File: src/rtl/cmp_arbiter.sv
// ============================================================================
// cmp_arbiter
// ----------------------------------------------------------------------------
// Shares one WIDTH-bit comparator between two requesters in the execute stage:
//   requester 0 - branch-resolution path
//   requester 1 - set-on-compare path
// One compare is accepted per transaction through a valid/ready handshake.
// The operands, operation code and grant ID are latched. The comparator
// evaluates the latched values for one cycle. A registered one-bit result is
// then returned to the requester that was granted.
//
// Transaction timing, with the handshake in cycle T:
//   T    : IDLE, reqN_ready high, operands latched
//   T+1  : EXEC, comparator evaluates the latched operands, busy high
//   T+2  : RESP, respN_valid pulses with resp_val/resp_err, busy high
//   T+3  : IDLE, the next handshake can be taken
//
// Configuration macro:
//   CMP_ARB_FIXED_PRIO_EN - when defined, requester 0 always wins a tie.
//                           When undefined (the default), a tie goes to the
//                           requester that was not granted last (round-robin).
//
// Ports:
//   clk                        clock, rising edge
//   rst                        synchronous active-high reset
//   req0_valid / req1_valid    compare request pending
//   req0_ready / req1_ready    handshake accepted this cycle (combinational)
//   reqN_a, reqN_b             operands, WIDTH bits
//   reqN_oper                  operation code: 000 ==, 001 !=, 010 <, 011 <=,
//                              100 >, 101 >=; 110 and 111 are illegal
//   resp0_valid / resp1_valid  one-cycle pulse, the result belongs to requester N
//   resp_val                   compare result, shared by both responses
//   resp_err                   the latched operation code was illegal
//   busy                       a transaction is in EXEC or RESP
// ============================================================================

// ----------------------------------------------------------------------------
// cmp_unit: the comparator instance that the arbiter owns.
// Less-than is the sign bit of the WIDTH-bit difference a-b, and no overflow
// correction is applied. For example, 0x80000000 < 1 gives 0, and
// 0x7fffffff < 0x80000000 gives 1.
// ----------------------------------------------------------------------------
module cmp_unit #(
    parameter int WIDTH = 32
) (
    input  logic [WIDTH-1:0] a,
    input  logic [WIDTH-1:0] b,
    input  logic [2:0]       oper,
    output logic             val,
    output logic             err
);
    localparam logic [2:0] OP_EQ = 3'b000;
    localparam logic [2:0] OP_NE = 3'b001;
    localparam logic [2:0] OP_LT = 3'b010;
    localparam logic [2:0] OP_LE = 3'b011;
    localparam logic [2:0] OP_GT = 3'b100;
    localparam logic [2:0] OP_GE = 3'b101;

    logic [WIDTH-1:0] diff;
    logic             eq;
    logic             lt;

    assign diff = a - b;
    assign eq   = (a == b);
    assign lt   = diff[WIDTH-1];

    // NOTE: every output of a combinational block gets a default first, so
    // that a path which misses an assignment cannot infer a latch.
    always_comb begin
        val = 1'b0;
        err = 1'b0;
        case (oper)
            OP_EQ:   val = eq;
            OP_NE:   val = ~eq;
            OP_LT:   val = lt;
            OP_LE:   val = lt | eq;
            OP_GT:   val = ~lt & ~eq;
            OP_GE:   val = ~lt;
            default: err = 1'b1;   // 110 / 111: the result is forced to 0
        endcase
    end
endmodule

// ----------------------------------------------------------------------------
// cmp_arbiter: top level
// ----------------------------------------------------------------------------
module cmp_arbiter #(
    parameter int WIDTH = 32
) (
    input  logic             clk,
    input  logic             rst,

    input  logic             req0_valid,
    output logic             req0_ready,
    input  logic [WIDTH-1:0] req0_a,
    input  logic [WIDTH-1:0] req0_b,
    input  logic [2:0]       req0_oper,

    input  logic             req1_valid,
    output logic             req1_ready,
    input  logic [WIDTH-1:0] req1_a,
    input  logic [WIDTH-1:0] req1_b,
    input  logic [2:0]       req1_oper,

    output logic             resp0_valid,
    output logic             resp1_valid,
    output logic             resp_val,
    output logic             resp_err,
    output logic             busy
);
    typedef enum logic [1:0] {
        S_IDLE = 2'd0,
        S_EXEC = 2'd1,
        S_RESP = 2'd2
    } state_e;

    // ------------------------------------------------------------------
    // State and registered outputs
    // ------------------------------------------------------------------
    state_e           state_q,       state_d;
    logic             last_grant_q,  last_grant_d;
    logic             id_q,          id_d;
    logic [WIDTH-1:0] a_q,           a_d;
    logic [WIDTH-1:0] b_q,           b_d;
    logic [2:0]       oper_q,        oper_d;
    logic             resp0_valid_q, resp0_valid_d;
    logic             resp1_valid_q, resp1_valid_d;
    logic             resp_val_q,    resp_val_d;
    logic             resp_err_q,    resp_err_d;
    logic             busy_q,        busy_d;

    // ------------------------------------------------------------------
    // Arbitration (combinational, from valid and the last-grant pointer)
    // ------------------------------------------------------------------
    logic tie_winner;
    logic grant_id;
    logic handshake;

    always_comb begin
`ifdef CMP_ARB_FIXED_PRIO_EN
        tie_winner = 1'b0;
`else
        // Round-robin: the requester that was not served last wins a tie.
        tie_winner = ~last_grant_q;
`endif
        if (req0_valid && req1_valid) begin
            grant_id = tie_winner;
        end else begin
            grant_id = req1_valid;   // the only valid requester; 0 if none
        end
    end

    // Ready depends on valid, so an idle requester never sees ready high.
    assign req0_ready = (state_q == S_IDLE) && req0_valid && (grant_id == 1'b0);
    assign req1_ready = (state_q == S_IDLE) && req1_valid && (grant_id == 1'b1);
    assign handshake  = req0_ready | req1_ready;

    // ------------------------------------------------------------------
    // Comparator, driven only from the latched registers
    // ------------------------------------------------------------------
    logic cmp_val;
    logic cmp_err;

    cmp_unit #(
        .WIDTH (WIDTH)
    ) u_cmp (
        .a    (a_q),
        .b    (b_q),
        .oper (oper_q),
        .val  (cmp_val),
        .err  (cmp_err)
    );

    // ------------------------------------------------------------------
    // Next-state logic
    // ------------------------------------------------------------------
    always_comb begin
        state_d       = state_q;
        last_grant_d  = last_grant_q;
        id_d          = id_q;
        a_d           = a_q;
        b_d           = b_q;
        oper_d        = oper_q;
        resp0_valid_d = 1'b0;
        resp1_valid_d = 1'b0;
        resp_val_d    = resp_val_q;   // held outside RESP
        resp_err_d    = resp_err_q;
        busy_d        = busy_q;

        case (state_q)
            S_IDLE: begin
                busy_d = 1'b0;
                if (handshake) begin
                    id_d         = grant_id;
                    last_grant_d = grant_id;
                    a_d          = grant_id ? req1_a    : req0_a;
                    b_d          = grant_id ? req1_b    : req0_b;
                    oper_d       = grant_id ? req1_oper : req0_oper;
                    busy_d       = 1'b1;
                    state_d      = S_EXEC;
                end
            end
            S_EXEC: begin
                // The result is registered here so that it appears together
                // with the response pulse in RESP.
                resp_val_d    = cmp_val;
                resp_err_d    = cmp_err;
                resp0_valid_d = (id_q == 1'b0);
                resp1_valid_d = (id_q == 1'b1);
                busy_d        = 1'b1;
                state_d       = S_RESP;
            end
            S_RESP: begin
                // No handshake is taken in this cycle; ready is low outside IDLE.
                busy_d  = 1'b0;
                state_d = S_IDLE;
            end
            default: begin
                busy_d  = 1'b0;
                state_d = S_IDLE;
            end
        endcase
    end

    // ------------------------------------------------------------------
    // Registers
    // ------------------------------------------------------------------
    // NOTE: sequential state uses non-blocking assignments only, so that
    // every flop samples the values from before the edge.
    always_ff @(posedge clk) begin
        if (rst) begin
            state_q       <= S_IDLE;
            last_grant_q  <= 1'b1;      // requester 0 wins the first tie
            id_q          <= 1'b0;
            // NOTE: the latched operands are plain flops, not a memory, so
            // they are cleared with the rest of the state.
            a_q           <= '0;
            b_q           <= '0;
            oper_q        <= 3'b000;
            resp0_valid_q <= 1'b0;
            resp1_valid_q <= 1'b0;
            resp_val_q    <= 1'b0;
            resp_err_q    <= 1'b0;
            busy_q        <= 1'b0;
        end else begin
            state_q       <= state_d;
            last_grant_q  <= last_grant_d;
            id_q          <= id_d;
            a_q           <= a_d;
            b_q           <= b_d;
            oper_q        <= oper_d;
            resp0_valid_q <= resp0_valid_d;
            resp1_valid_q <= resp1_valid_d;
            resp_val_q    <= resp_val_d;
            resp_err_q    <= resp_err_d;
            busy_q        <= busy_d;
        end
    end

    assign resp0_valid = resp0_valid_q;
    assign resp1_valid = resp1_valid_q;
    assign resp_val    = resp_val_q;
    assign resp_err    = resp_err_q;
    assign busy        = busy_q;

endmodule

File: config.mk
export PLATFORM = sky130hd
export DESIGN_NAME = cmp_arbiter
export DESIGN_NICKNAME = d
export VERILOG_FILES = /design/src/rtl/cmp_arbiter.sv
export SDC_FILE = /design/constraint.sdc
export NUM_CORES = 1
export LEC_CHECK = 0
export CAP_MARGIN = 20
export CORE_ASPECT_RATIO = 0.5
export CORE_MARGIN = 2
export CORE_UTILIZATION = 42
export CTS_CLUSTER_DIAMETER = 100
export CTS_CLUSTER_SIZE = 8
export DETAILED_ROUTE_END_ITERATION = 10
export PLACE_DENSITY = 0.77
export SYNTH_ARGS = -nofsm -noshare
export SYNTH_HDL_FRONTEND = slang
export SYNTH_HIERARCHICAL = 1
export SYNTH_SLANG_ARGS = --single-unit
File: constraint.sdc
create_clock -name clk -period 2.2 [get_ports clk]
set_input_delay 0.44 -clock clk [delete_from_list [all_inputs] [get_ports clk]]
set_output_delay 0.44 -clock clk [all_outputs]
set_load 0.1 [all_outputs]
==> flow_metrics.env <==
export IMPL_hold_path_startpoint="id_q$_SDFFE_PP0P_"
export IMPL_start_util=0.4306
export IMPL_holdPathStages=1
export IMPL_setup_slack_ns=-0.1261
export IMPL_hold_path_class="flip-flop to flip-flop"
export IMPL_crit_fanout=3
export IMPL_dpl_worst_slack_ns=-0.1765
export IMPL_grt_overflow=0
export IMPL_antenna_found_initial=0
export IMPL_portBuffers=144
export IMPL_multi_input_area_mm2=0.002653
export IMPL_die_y_um=76.25
export IMPL_worstSetupPathType="flip-flop to flip-flop"
export IMPL_syn_cell_area_mm2=0.004384
export IMPL_clk_latency_ns=0.32
export IMPL_ant_nets=0
export IMPL_fin_area_mm2=0.006459
export IMPL_power_density_mw_per_mm2=695.1
export IMPL_nFillCells=831
export IMPL_dieArea_mm2=0.01132
export IMPL_clk_pin_slew_worst_paths_ns=0.06
export IMPL_seq_area_mm2=0.001533
export IMPL_start_kind="flip-flop"
export IMPL_hold_viol_final=0
export IMPL_grt_max_degree=61
export IMPL_end_kind="flip-flop"
export IMPL_first_pass_iters=4
export IMPL_status="finished with violations"
export IMPL_placed_cells=792
export IMPL_dpl_hpwl_um=8715
export IMPL_reg2reg_to="resp_val$_SDFFE_PP0N_"
export IMPL_die_x_um=148.5
export IMPL_synthDistinctLibCells=40
export IMPL_synth_seq_area_share=0.3470
export IMPL_ys_top_cells_by_area="dfxtp_1 35%, nand2_1 12%, a311oi_2 10%, a21oi_1 9.4%, ha_1 8.8%"
export IMPL_final_max_slew_violation_count=0
export IMPL_layoutNonFillerInstCount=810
export IMPL_wl_per_cell_um=15.05
export IMPL_ys_ff_latch=76
export IMPL_grt_pass1_vias=4181
export IMPL_ff2ff_setup_slack_ns=-0.13
export IMPL_p_leak_nw=2.516
export IMPL_numCtsBuffers=9
export IMPL_place_congestion=0.8079
export IMPL_period_share=1.057
export IMPL_htree_num_levels=3
export IMPL_num_rows=26
export IMPL_syn_area_per_cell_um2=8.179
export IMPL_grtUsageTotal=0.2145
export IMPL_drive_above_1_share=0.1567
export IMPL_wl_um=12190
export IMPL_postCtsHoldBufs=0
export IMPL_via_per_inst=5.301
export IMPL_violations="setup timing"
export IMPL_n_antenna_cell=0
export IMPL_ys_flop_type="dfxtp_1"
export IMPL_grt_pass1_wl_um=20220
export IMPL_yosysTopAreaCellShare=0.3470
export IMPL_synth_edf_count=0
export IMPL_crit_required_ns=2.40
export IMPL_pin_count=145
export IMPL_clockBufferDepth=2
export IMPL_slew_headroom=0.6620
export IMPL_min_to="resp0_valid$_SDFF_PP0_"
export IMPL_syn_num_nets=705
export IMPL_finalNetCount=834
export IMPL_root_buffer="clkbuf_16"
export IMPL_dpl_cell_area_mm2=0.006017
export IMPL_max_freq_mhz=429.9
export IMPL_drc=0
export IMPL_max_cap_viol_count=0
export IMPL_ir_drop_mv=0.5434
export IMPL_yosysWarnings=6
export IMPL_postSynthCellCount=536
export IMPL_area_growth_synth_to_final_pct=47.32
export IMPL_core_mm2=0.01018
export IMPL_ys_top_cells_by_count="141 x nand2_1, 82 x a21oi_1, 76 x dfxtp_1"
export IMPL_yosysMostFrequentCell="nand2_1"
export IMPL_skew_ns=0.003137
export IMPL_cp_arrival_ns=2.52
export IMPL_finalSetupViolCount=1
export IMPL_vias=4294
export IMPL_synthArstFlopShare=0
export IMPL_r2r_start="b_q[21]$_SDFFE_PP0P_"
export IMPL_synth_largest_area_cell="dfxtp_1"
export IMPL_drt_iter0_markers=245
export IMPL_tightest_slew_ns=0.5071
export IMPL_fin_crit_ns=2.326
export IMPL_cts_tree="yes"
export IMPL_worstRegToRegCells=11
export IMPL_rsz0062_at_grt="true"
export IMPL_cts_sinks=76
-- routing by layer --
metal | routed length [um] | track usage | vias to the layer above
met4 | 135 | 0.04571 | 0
li1 | - | - | 2176
met3 | 481 | 0.03533 | 13
met5 | 0 | 0 | -
met2 | 5666 | 0.3500 | 96
met1 | 5908 | 0.2999 | 2009
-- where the power goes --
group          internal (W)  leakage [nW]  switching [W]
Clock              0.000919         0.149       0.000522
Sequential          0.00154         0.633       0.000108
Combinational      0.000687          1.73       0.000713
Total               0.00315          2.52        0.00134
-- layout make-up --
| class | instances | area share |
|---|---|---|
| multi-input cells | 381 | 0.4107 |
| repair buffers | 164 | 0.2590 |
| flip-flops and latches | 76 | 0.2373 |
| clock buffers | 16 | 0.04669 |
| well taps | 140 | 0.02712 |
| inverters | 33 | 0.01918 |
-- sequential cells by signal, indices dropped and copies added (netlist names) --
signal,flops
resp0_valid,1
oper_q,3
state_q,2
resp1_valid,1
busy,1
last_grant_q,1
id_q,1
a_q,32
resp_val,1
resp_err,1
b_q,32
-- metrics by stage --
| step | total power [W] | hold slack [ns] | utilization | TNS [ns] |
|---|---|---|---|---|
| after floorplan | 0.002492 | 0.4172 | - | -0.3791 |
| after global placement | 0.002961 | 0.4386 | 0.5909 | -0.1454 |
| after detailed placement | 0.002993 | 0.4458 | 0.5909 | -0.1985 |
| after CTS | 0.004501 | 0.4514 | 0.6323 | -0.06665 |
| after global routing | 0.004729 | 0.4896 | 0.6343 | -0.2493 |
| final | 0.004489 | 0.4472 | 0.6343 | -0.1261 |
-- critical path, cell delays in order, from the launching register on --
cell       delay (ns)
dfxtp_2          0.32
inv_1            0.08
ha_4             0.21
a21oi_2          0.15
nand2_1          0.07
a221o_1          0.35
a2111oi_4        0.40
and3_1           0.24
nor3b_1          0.05
nand3b_1         0.15
mux2i_1          0.13
nor2_1           0.05
-- logic make-up after synthesis --
kind of cell,after synthesis,share of synthesized area
buf+inv,79,0.07848
xor+xnor,2,0.003996
flops,76,0.3470
compound gates,165,0.3062
simple gates,181,0.1712
fa+ha+maj,31,0.08847
mux,2,0.004566
-- how the worst max path moves through the flow --
stage / startpoint / to / cells after the start
2_1_floorplan: req1_valid / req1_ready / 4
3_3_place_gp: b_q[16]$_SDFFE_PP0P_ / resp_val$_SDFFE_PP0N_ / 11
3_5_place_dp: b_q[21]$_SDFFE_PP0P_ / resp_val$_SDFFE_PP0N_ / 11
4_1_cts: b_q[19]$_SDFFE_PP0P_ / resp_val$_SDFFE_PP0N_ / 11
5_1_grt: b_q[16]$_SDFFE_PP0P_ / resp_val$_SDFFE_PP0N_ / 13
6_report: b_q[21]$_SDFFE_PP0P_ / resp_val$_SDFFE_PP0N_ / 11
-- repair_timing --
item                                    CTS  global route
setup buffers                             2             0
pin swaps                                 9             3
gates resized for setup                  20             4
gates cloned                              0             0
endpoints found under the setup margin    1             2
-- cells in the final DEF, fill, tap and decap left out, types with 4 or more instances in the layout --
| cell type | synthesis | final |
|---|---|---|
| ha_1 | 31 | 24 |
| a311oi_1 | 37 | 37 |
| nand4_1 | 7 | 7 |
| ha_4 | 0 | 7 |
| clkbuf_8 | 0 | 5 |
| clkbuf_16 | 0 | 9 |
| dfxtp_1 | 76 | 67 |
| a21oi_1 | 82 | 79 |
| inv_1 | 33 | 31 |
| dfxtp_2 | 0 | 9 |
| nor3_1 | 5 | 4 |
| a21oi_2 | 1 | 4 |
| buf_12 | 0 | 8 |
| nor2_1 | 10 | 8 |
| buf_4 | 1 | 18 |
| nand2_1 | 141 | 141 |
| nor2b_1 | 4 | 4 |
| a311oi_2 | 30 | 30 |
| clkdlybuf4s50_1 | 0 | 136 |
(Power assumes the default switching activity.)
